`config.mk`:
```
export PLATFORM = sky130hd
export DESIGN_NAME = uart_rx_word
export DESIGN_NICKNAME = d
export VERILOG_FILES = /design/src/rtl/uart_pkg.sv /design/src/rtl/uart_rx_baud_cnt.sv /design/src/rtl/uart_rx_word.sv
export SDC_FILE = /design/constraint.sdc
export NUM_CORES = 1
export LEC_CHECK = 0
export CAP_MARGIN = 10
export CORE_MARGIN = 2
export CORE_UTILIZATION = 45
export CTS_CLUSTER_DIAMETER = 60
export DETAILED_ROUTE_END_ITERATION = 8
export PLACE_DENSITY = 0.74
export SYNTH_ARGS = -nofsm -noshare
export SYNTH_HDL_FRONTEND = slang
export SYNTH_SLANG_ARGS = --single-unit
```
`constraint.sdc`:
```
create_clock -name clk -period 3.6 [get_ports clk]
set_input_delay 0.72 -clock clk [delete_from_list [all_inputs] [get_ports clk]]
set_output_delay 0.72 -clock clk [all_outputs]
set_load 0.1 [all_outputs]
```
`src/rtl/uart_pkg.sv`:
```
// Shared types and constants for the word-assembling UART receiver.
package uart_pkg;

  typedef enum logic [1:0] {
    S_IDLE,
    S_START,
    S_DATA,
    S_STOP
  } rx_state_e;

  localparam int DATA_BITS      = 8;
  localparam int BYTES_PER_WORD = 4;
  localparam int TIMEOUT_MULT   = 16;

  localparam logic [15:0] DEF_DIV = 16'd1;

endpackage

```
`src/rtl/uart_rx_baud_cnt.sv`:
```
// Free-running cycle counter giving half-bit and full-bit ticks.
module uart_rx_baud_cnt (
  input  logic        clk,
  input  logic        rst,
  input  logic        restart,
  input  logic [15:0] div,
  output logic        half_tick,
  output logic        full_tick
);

  logic [16:0] cnt_q, cnt_d;

  always_comb begin
    cnt_d = cnt_q + 17'd1;
    if (restart) cnt_d = '0;
  end

  always_ff @(posedge clk or negedge rst) begin
    if (!rst) cnt_q <= '0;
    else      cnt_q <= cnt_d;
  end

  assign half_tick = (cnt_q == ({1'b0, div} - 17'd1));
  assign full_tick = (cnt_q == ({div, 1'b0} - 17'd1));

endmodule

```
`src/rtl/uart_rx_word.sv`:
```
// 8N1 UART receiver packing four bytes into a 32-bit word.
// Define UART_RX_TIMEOUT_EN for the inter-byte timeout and timeout_err.
module uart_rx_word
  import uart_pkg::*;
#(
  parameter logic [15:0] DEFAULT_DIV = DEF_DIV
) (
  input  logic        clk,
  input  logic        rst,
  input  logic        div_en,
  input  logic [15:0] div_in,
  input  logic        ser_rx,
  input  logic        rx_ack,
  output logic [31:0] d_out,
  output logic        rx_ready,
  output logic        frame_err,
`ifdef UART_RX_TIMEOUT_EN
  output logic        overrun,
  output logic        timeout_err
`else
  output logic        overrun
`endif
);

  logic        rx_s1_q, rx_s2_q, rx_p_q;
  logic        den_q, en_q, en_d;
  logic [15:0] div_q, div_d;
  rx_state_e   state_q, state_d;
  logic [2:0]  bit_q, bit_d;
  logic [7:0]  sh_q, sh_d;
  logic [1:0]  bcnt_q, bcnt_d;
  logic [23:0] word_q, word_d;
  logic [31:0] dout_q, dout_d;
  logic        rdy_q, rdy_d;
  logic        ferr_q, ferr_d;
  logic        ovr_q, ovr_d;
  logic        wait_q, wait_d;
  logic        restart, half_tick, full_tick;
  logic        done, to_fire, rx_s, fall;

  assign rx_s = rx_s2_q;
  assign fall = rx_p_q & ~rx_s;

  uart_rx_baud_cnt u_baud (
    .clk       (clk),
    .rst       (rst),
    .restart   (restart),
    .div       (div_q),
    .half_tick (half_tick),
    .full_tick (full_tick)
  );

  always_comb begin
    state_d = state_q;
    bit_d   = bit_q;
    sh_d    = sh_q;
    bcnt_d  = bcnt_q;
    word_d  = word_q;
    dout_d  = dout_q;
    rdy_d   = rdy_q;
    ferr_d  = ferr_q;
    ovr_d   = ovr_q;
    wait_d  = wait_q;
    restart = 1'b0;
    done    = 1'b0;
    en_d    = en_q | (den_q & ~div_en);
    div_d   = div_q;
    if (div_en) div_d = (div_in < 16'd2) ? DEFAULT_DIV : div_in;

    if (rx_ack && rdy_q) begin
      rdy_d  = 1'b0;
      ferr_d = 1'b0;
      ovr_d  = 1'b0;
    end

    unique case (state_q)
      S_IDLE: begin
        restart = 1'b1;
        if (en_q && fall) state_d = S_START;
      end
      S_START: begin
        if (half_tick) begin
          restart = 1'b1;
          bit_d   = '0;
          state_d = rx_s ? S_IDLE : S_DATA;
        end
      end
      S_DATA: begin
        if (full_tick) begin
          restart = 1'b1;
          sh_d    = {rx_s, sh_q[7:1]};
          bit_d   = bit_q + 3'd1;
          if (bit_q == 3'(DATA_BITS - 1)) state_d = S_STOP;
        end
      end
      S_STOP: begin
        // after a framing error, hold here until the line idles high
        if (wait_q) begin
          restart = 1'b1;
          if (rx_s) begin
            wait_d  = 1'b0;
            state_d = S_IDLE;
          end
        end else if (full_tick) begin
          restart = 1'b1;
          if (rx_s) begin
            state_d = S_IDLE;
            bcnt_d  = bcnt_q + 2'd1;
            unique case (bcnt_q)
              2'd0: word_d[7:0]   = sh_q;
              2'd1: word_d[15:8]  = sh_q;
              2'd2: word_d[23:16] = sh_q;
              default: done = 1'b1;
            endcase
          end else begin
            ferr_d = 1'b1;
            bcnt_d = '0;
            wait_d = 1'b1;
          end
        end
      end
      default: state_d = S_IDLE;
    endcase

    if (done) begin
      if (!rdy_q || rx_ack) begin
        dout_d = {sh_q, word_q};
        rdy_d  = 1'b1;
      end else begin
        ovr_d = 1'b1;
      end
    end

    if (to_fire) bcnt_d = '0;

    if (div_en) begin
      state_d = S_IDLE;
      bcnt_d  = '0;
      wait_d  = 1'b0;
    end
  end

  always_ff @(posedge clk or negedge rst) begin
    if (!rst) begin
      rx_s1_q <= 1'b1;
      rx_s2_q <= 1'b1;
      rx_p_q  <= 1'b1;
      den_q   <= 1'b0;
      en_q    <= 1'b0;
      div_q   <= DEFAULT_DIV;
      state_q <= S_IDLE;
      bit_q   <= '0;
      sh_q    <= '0;
      bcnt_q  <= '0;
      word_q  <= '0;
      dout_q  <= '0;
      rdy_q   <= 1'b0;
      ferr_q  <= 1'b0;
      ovr_q   <= 1'b0;
      wait_q  <= 1'b0;
    end else begin
      rx_s1_q <= ser_rx;
      rx_s2_q <= rx_s1_q;
      rx_p_q  <= rx_s2_q;
      den_q   <= div_en;
      en_q    <= en_d;
      div_q   <= div_d;
      state_q <= state_d;
      bit_q   <= bit_d;
      sh_q    <= sh_d;
      bcnt_q  <= bcnt_d;
      word_q  <= word_d;
      dout_q  <= dout_d;
      rdy_q   <= rdy_d;
      ferr_q  <= ferr_d;
      ovr_q   <= ovr_d;
      wait_q  <= wait_d;
    end
  end

`ifdef UART_RX_TIMEOUT_EN
  logic [21:0] to_cnt_q, to_cnt_d, to_lim;
  logic        to_err_q;

  assign to_lim = 22'(div_q) * 22'(2 * TIMEOUT_MULT);

  always_comb begin
    to_cnt_d = '0;
    to_fire  = 1'b0;
    if (state_q == S_IDLE && bcnt_q != 2'd0 && en_q && !div_en) begin
      if (to_cnt_q == to_lim) to_fire = 1'b1;
      else                    to_cnt_d = to_cnt_q + 22'd1;
    end
  end

  always_ff @(posedge clk or negedge rst) begin
    if (!rst) begin
      to_cnt_q <= '0;
      to_err_q <= 1'b0;
    end else begin
      to_cnt_q <= to_cnt_d;
      to_err_q <= to_fire;
    end
  end

  assign timeout_err = to_err_q;
`else
  assign to_fire = 1'b0;
`endif

  assign d_out     = dout_q;
  assign rx_ready  = rdy_q;
  assign frame_err = ferr_q;
  assign overrun   = ovr_q;

endmodule

```
* Yosys cells after proc, flatten, opt, wreduce, memory -nomap -nowiden
Index checks and enable logic that the tools add are counted.
** Storage, ports and cells
- Bits in registers :: 113
- Output and inout port bits :: 35
** Operators by class
- Add/sub/neg operators :: 5
- $lt $le $gt $ge :: 1
- Eq/ne operators :: 16
- Muxes and demuxes :: 45
- Bitwise operators :: 6
- Reduce and logical (&&, ||, !) cells :: 18
** Operators with widths (number)
- 17-bit == test :: 2
- 2-bit 2-to-1 mux :: 14
- 1-bit 2-to-1 mux :: 24
- 5-bit AND reduction :: 4
- 17-bit by 1-bit adder with 17-bit output, second input constant :: 1
- 17-bit 2-to-1 mux :: 1
- 16-bit by 1-bit subtractor with 17-bit output, second input constant :: 1
- 17-bit by 1-bit subtractor with 17-bit output, second input constant :: 1
- 16-bit by 2-bit less-than comparator with 1-bit output, second input constant :: 1
- 16-bit 2-to-1 mux :: 1
- 3-bit inequality test, second input constant :: 4
- 2-bit one-hot mux with 4 select lines :: 1
- 2-bit == test, second input constant :: 3
- 3-bit 2-to-1 mux :: 2
- 2-bit inequality test, second input constant :: 3
- 3-bit one-hot mux with 2 select lines :: 1
- 3-bit AND reduction :: 2
- 2-bit nonzero test :: 3
- 2-bit by 1-bit == test with 1-bit output, second input constant :: 2
- 2-bit logical NOT :: 2
- 4-bit inequality test, second input constant :: 1
- 1-bit one-hot mux with 4 select lines :: 1
- 2-bit AND reduction :: 2
- 3-bit by 1-bit adder with 3-bit output, second input constant :: 1
- other kinds (9) :: 13

* Depth between registers and ports, before layout
Gate-level depths: netlist of the first run.
- Word-level depth :: 8
- Depth in mapped cells :: 12
- Gate-level depth less buffers :: 9

* Cells and area by module
A second synthesis of the first run with hierarchy kept.
** Unflattened totals
- Cell total of the unflattened synthesis :: 493
- Area total of the unflattened synthesis :: 5823.1 um^2
** By module, submodules not included
- uart_rx_word :: times used 1, cells each 271, area each 3993.8 um^2
- uart_rx_baud_cnt :: times used 1, cells each 222, area each 1829.3 um^2

* Worst setup path after synthesis of the first run
Ideal clock, no wire load.
- Path kind :: reg-to-reg
- Start point :: register div_q[6]
- End point :: register word_q[0]
- Arrival time :: 3.139 ns
- Required time :: 3.475 ns
- Path slack :: 0.337 ns
- Stages on the path, launching flop included :: 10
- Buffers on the path :: 2
- Clock period less this slack :: 3.263 ns
- Cell sequence :: dfrtp_1 -> buf_2 -> or4_1 -> clkbuf_1 -> or4_1 -> xnor2_1 -> a211oi_1 -> nand4_2 -> nor3_4 -> mux2_2
** Between the ends
- Longest elaborated chain between the ends :: 3
** RTL lines
- start, declared :: line uart_rx_word.sv:27 : logic [15:0] div_q, div_d;
- start signal, assigned :: line uart_rx_word.sv:167 : div_q <= div_d;
- 17-bit by 1-bit subtractor with 17-bit output :: line uart_rx_baud_cnt.sv:24 : assign full_tick = (cnt_q == ({div, 1'b0} - 17'd1));
- 17-bit == test :: line uart_rx_baud_cnt.sv:24
- 5-bit AND reduction (no source line)
- end signal, assigned :: line uart_rx_word.sv:172 : word_q <= word_d;
- end, declared :: line uart_rx_word.sv:32 : logic [23:0] word_q, word_d;
Every way passes these cells.
A chain may end at the register's enable or synchronous reset.

* Worst setup path after layout of the first run
- Start point :: register div_q[1]
- End point :: register word_q[13]
Same word-level chain as after synthesis.

==> results.md, run 1 <==
* Pwr Density at 461 nW/um2
* CP Capture Type: flip-flop
* Row Count at 41
* Sequential share of the synthesized area at 47.8%
* Syn_nets at 532
* Worst Path Arrival at 3720 ps
* Later-pin clock latency in the skew report at 410 ps
* Critical path launch point type: flip-flop
* Clock buffer count from CTS at 17
* Fin crit share at 95.3%
* Post-synthesis register bit count at 113
* Rel. slew slack at 33.6%
* Pins over their slew limit at 0
* Wire per inst at 18.1 um
* I/O pins at 56
* Post-synth EDFFs at 0
* Final core utilization at 57.7%
* DR vias at 4207
* Tightest Pin Transition at 993 ps
* CTS Buffer Depth at 2
* Routed WL at 13600 um
* Required time at the worst-slack endpoint at 3890 ps
* RSZ-0062 raised after global routing: no
* CTS root buffer: clkbuf_16
* First-pass GRT wire length at 23000 um
* GRT Total Usage at 20.5%
* CP Class: flip-flop to flip-flop
* Synth unique cells at 66
* Post-synth top cells: dfrtp_1, mux2_2, xnor2_1, mux2_4, nand2_1
* Synth top area cells: dfrtp_1, mux2_2, mux2_4
* Finished Layout Cells at 751
* Initial core utilization at 46.6%
* CTS tree: built
* DRT antenna net count at 0
* Largest net degree at the start of global routing at 77
* Worst min path class: flip-flop to flip-flop
* Detailed placement HPWL at 9480 um
* Clock period minus worst slack at 3430 ps
* DRT Pass-1 Iters at 4
* Ys async rst share at 100%
* Vias in the first global route at 4374
* Mapped Cells at 503
* CP max FO at 8
* Clock sinks at 113
* Die area at 14100 um2
* Hold buffers post-CTS at 0
* Reg clk slew, reported paths at 60 ps
* NumNets Final at 595
* Total gr overflow at 0
* Syn Area/Cell at 11.8 um2
* Fmax at 291 MHz
* Yosys top cell by area: dfrtp_1
* Syn Std Cell Area at 5930 um2
* Clk_skew at 7.79 ps
* Most frequent cell after synthesis: dfrtp_1
* GP Congestion at 0.932
* Yosys top cell area share at 46.0%
* P_leak at 0.00328 uW
* Chip height at 119 um
* Drt drc at 0
* Die W at 119 um
* Final Setup Violations at 0
* Post-CTS sizing at 0
* Dpl cells at 719
* Layout cell share with drive strength beyond 1 at 26.1%
* Initial DRC count at 272
* Vias/cell at 5.60
* Fin Setup TNS at 0 ps
* Ys Warns at 0
* Status: completed
* Main synth FF type: dfrtp_1
* Initial antenna violation count at 0
* Max cap viols at 0
* Post-CTS Setup Bufs at 0
* Area grow syn2layout at 23.9%
* Core area at 12700 um2
* I/O Buffers at 55
* CTS H-tree depth at 4
* # diodes at 0
* Peak VDD IR at 0.301 mV
* Final hold vios at 0
[cell families (layout without fill, tap and decap cells)]
| group | count (synthesis) | after routing | synth area share [%] |
|---|---|---|---|
| AND/OR/NAND/NOR | 128 | 128 | 12.9 |
| multiplexers | 76 | 76 | 16.3 |
| adder cells (fa/ha/maj) | 8 | 8 | 1.69 |
| flip-flops | 113 | 113 | 47.8 |
| AO/OA/AOI/OAI | 79 | 79 | 9.79 |
| XOR/XNOR | 51 | 51 | 7.76 |
| buffers and inverters | 48 | 124 | 3.78 |
[stage by stage]
step	area [um2]	setup slack, ps	power [uW]	hold WS, ps
after floorplan	5930	337	1550	345
after global placement	6710	176	1670	347
after detailed placement	6710	104	1670	347
after CTS	7330	78.9	3420	355
after global routing	7350	13.5	3520	358
final	7350	168	3390	354
[cell usage in the layout, fill, tap and decap left out, types with 15 or more instances in the layout]
cell             instances
nor2_1                  17
dfrtp_1                109
nand2_1                 29
clkdlybuf4s50_1         54
mux2_4                  30
buf_4                   20
xnor2_1                 36
mux2_2                  46
a21oi_1                 23
inv_1                   15
clkbuf_16               17
[critical path, cell delays in order (launching register included)]
cell      delay, ps
dfrtp_1         400
or4_1           690
or4_1           630
xnor2_1         160
a211oi_1        300
nand4_2         290
nor3_4          440
mux2_2          400
[flip-flops by register name, indices dropped and copies added (netlist names), 2 cells and up]
signal and count:
bcnt_q 2, bit_q 3, d_out 32, div_q 16
sh_q 8, state_q 2, u_baud.cnt_q 17, word_q 24
[path summary, 6_finish.rpt]
path	start	to	slack (ps)	cells after the start
setup / recovery	div_q[1]	word_q[13]	170	7
setup reg to reg	div_q[1]	word_q[13]	170	7
min in group asynchronous	rst	d_out[23]	450	1
max in group asynchronous	rst	d_out[4]	2440	2
hold reg to reg	rx_s1_q	rx_s	350	0
hold / removal	rx_s1_q	rx_s	350	0
[area by class of cell]
type / count / area (um2)
fillers: 1076 / 5380
multi-input cells: 342 / 2890
flip-flops and latches: 113 / 2830
repair buffers: 76 / 731
clock buffers: 18 / 439
well taps: 172 / 215
clock inverters: 14 / 179
inverters: 16 / 60.1
[report_power, final]
part / internal [uW] / total [uW] / switching [uW]
sequential: 1300 / 1340 / 40.5
clock: 1120 / 1730 / 617
combinational: 134 / 313 / 179
total: 2550 / 3390 / 836
[per-layer routing]
| layer | GRT usage [%] | vias up | wire (um) |
|---|---|---|---|
| li1 | - | 1949 | - |
| met1 | 25.5 | 2154 | 5980 |
| met2 | 34.4 | 86 | 6830 |
| met3 | 5.60 | 18 | 560 |
| met4 | 6.99 | 0 | 197 |
| met5 | 0 | - | 0 |
Note: power is estimated with default switching activity, not from simulation.
==> run 2, diff against run 1 <==
--- a/config.mk
+++ b/config.mk
@@ -5,12 +5,13 @@
 export SDC_FILE = /design/constraint.sdc
 export NUM_CORES = 1
 export LEC_CHECK = 0
-export CAP_MARGIN = 10
+export CELL_PAD_IN_SITES_DETAIL_PLACEMENT = 0
+export CELL_PAD_IN_SITES_GLOBAL_PLACEMENT = 1
 export CORE_MARGIN = 2
 export CORE_UTILIZATION = 45
 export CTS_CLUSTER_DIAMETER = 60
 export DETAILED_ROUTE_END_ITERATION = 8
-export PLACE_DENSITY = 0.74
+export PLACE_DENSITY = 0.87
 export SYNTH_ARGS = -nofsm -noshare
 export SYNTH_HDL_FRONTEND = slang
 export SYNTH_SLANG_ARGS = --single-unit
==> results.md, run 2 (synthesized netlist as in run 1, its figures left out) <==
* Most utilized layer in the global route result: met2 (unchanged)
* CTS tree: built (unchanged)
* Routed WL at 13600 um (about the same)
* Reg clk slew, reported paths at 60 ps (about the same)
* First-pass GRT wire length at 22600 um (was 23000 um)
* CP Class: flip-flop to flip-flop (unchanged)
* Clock sinks at 113 (unchanged)
* CTS Buffer Depth at 2 (unchanged)
* Core area at 12700 um2 (unchanged)
* Initial core utilization at 46.6% (unchanged)
* I/O pins at 56 (unchanged)
* Met3 usage at 4.92% (was 5.60%)
* Most used cell, CP: or4_1 (unchanged)
* Chip height at 119 um (unchanged)
* Setup WS pre-CTS at 60.4 ps (was 104 ps)
* Pwr Density at 457 nW/um2 (was 461 nW/um2)
* DRT Pass-1 Iters at 5 (was 4)
* Tightest Pin Transition at 1100 ps (was 993 ps)
* Fin area at 7330 um2 (was 7350 um2)
* Detailed placement HPWL at 9530 um (was 9480 um)
* Later-pin clock latency in the skew report at 420 ps (was 410 ps)
* Pins over their slew limit at 0 (unchanged)
* Clock buffer count from CTS at 17 (unchanged)
* Area grow syn2layout at 23.7% (was 23.9%)
* Final Setup Violations at 0 (unchanged)
* P_leak at 0.00326 uW (was 0.00328 uW)
* Vias in the first global route at 4254 (was 4374)
* CP Capture Type: flip-flop (unchanged)
* DR vias at 4252 (was 4207)
* Clk_skew at 9.85 ps (was 7.79 ps)
* Fmax at 293 MHz (was 291 MHz)
* Wire per inst at 18.1 um (about the same)
* NumNets Final at 597 (was 595)
* I/O Buffers at 55 (unchanged)
* Setup ws final at 193 ps (was 168 ps)
* Fin Setup TNS at 0 ps (unchanged)
* Die W at 119 um (unchanged)
* Fin crit share at 94.6% (was 95.3%)
* Critical-path cell list: or4_1 -> or4_1 -> xnor2_1 -> a211oi_1 -> nand4_2 -> buf_4 -> nor3_4 -> mux2_2 (was or4_1 -> or4_1 -> xnor2_1 -> a211oi_1 -> nand4_2 -> nor3_4 -> mux2_2)
* Largest net degree at the start of global routing at 90 (was 77)
* Status: completed (unchanged)
* Clock period minus worst slack at 3410 ps (was 3430 ps)
* Largest register FFs at 32 (unchanged)
* Most frequent cells in the layout: dfrtp_1, clkdlybuf4s50_1, mux2_2 (unchanged)
* Required time at the worst-slack endpoint at 3900 ps (was 3890 ps)
* Worst Path Arrival at 3710 ps (was 3720 ps)
* Commonest non-fill, non-tap cell in the layout: dfrtp_1 (unchanged)
* Post-DP Area at 6710 um2 (about the same)
* DRT antenna net count at 0 (unchanged)
* Worst path slowest cell: or4_1 (unchanged)
* GRT Total Usage at 20.5% (about the same)
* # diodes at 0 (unchanged)
* GP Congestion at 0.972 (was 0.932)
* CTS H-tree depth at 4 (unchanged)
* Die area at 14100 um2 (unchanged)
* Hold buffers post-CTS at 0 (unchanged)
* CP max FO at 8 (unchanged)
* Row Count at 41 (unchanged)
* Worst min path class: flip-flop to flip-flop (unchanged)
* Peak VDD IR at 0.229 mV (was 0.301 mV)
* Initial antenna violation count at 0 (unchanged)
* M2 GR Usage at 33.5% (was 34.4%)
* Vias/cell at 5.65 (was 5.60)
* Critical path launch point type: flip-flop (unchanged)
* Slowest stage delay, CP at 680 ps (was 690 ps)
* Layout cell share with drive strength beyond 1 at 26.5% (was 26.1%)
* CTS root buffer: clkbuf_16 (unchanged)
* Rel. slew slack at 26.5% (was 33.6%)
* Met1 usage at 26.3% (was 25.5%)
* Total gr overflow at 0 (unchanged)
* Initial DRC count at 307 (was 272)
* Drt drc at 0 (unchanged)
* Final hold vios at 0 (unchanged)
* Worst R2R Setup Slack at 190 ps (was 170 ps)
* Max cap viols at 0 (unchanged)
==> run 2: worst paths after layout <==
kind,startpoint,to,depth (start not counted)
worst max-delay path,div_q[1],word_q[18],8
min in group asynchronous,rst,rx_ready,1
max in group asynchronous,rst,u_baud.cnt_q[11],2
worst min-delay path,rx_s1_q,rx_s,0
worst max register to register,div_q[1],word_q[18],8
worst min register to register,rx_s1_q,rx_s,0
==> run 2: routing by layer <==
metal	up-vias	share of wire, %
li1	1958	-
met1	2118	45
met2	137	49
met3	39	4.4
met4	0	2.4
met5	-	0
==> run 2: metrics by stage <==
stage	cells	hold slack [ps]	power, uW	utilization, %
2_1_floorplan	503	345	1550	-
3_3_place_gp	720	347	1670	52.7
3_5_place_dp	720	348	1680	52.7
4_1_cts	752	359	3370	57.5
5_1_grt	753	369	3470	57.7
6_report	753	357	3350	57.7
==> run 2: what timing repair did <==
action / CTS / global route
buffers inserted: 0 / 1
endpoints found under the setup margin: 0 / 82
gates resized for setup: 0 / 3
==> run 2: layout make-up <==
class / instances / area, um2
fillers: 1035 / 5390
multi-input cells: 342 / 2890
flip-flops and latches: 113 / 2830
repair buffers: 78 / 733
clock buffers: 19 / 453
well taps: 172 / 215
clock inverters: 13 / 150
inverters: 16 / 60.1
==> run 2: critical path: cells and delay by family, from the launching register on <==
kind / cells / cell delay (ps)
and+or+nand+nor: 4 / 1810
DFF: 1 / 410
muxes: 1 / 400
AOI/OAI and AO/OA: 1 / 290
buffers and inverters: 1 / 200
xor gates and xnor gates: 1 / 160
==> run 2: where the power goes <==
part	switching, uW	total, uW	internal [uW]
sequential	38.9	1340	1300
clock	625	1690	1060
combinational	185	320	135
total	849	3350	2500
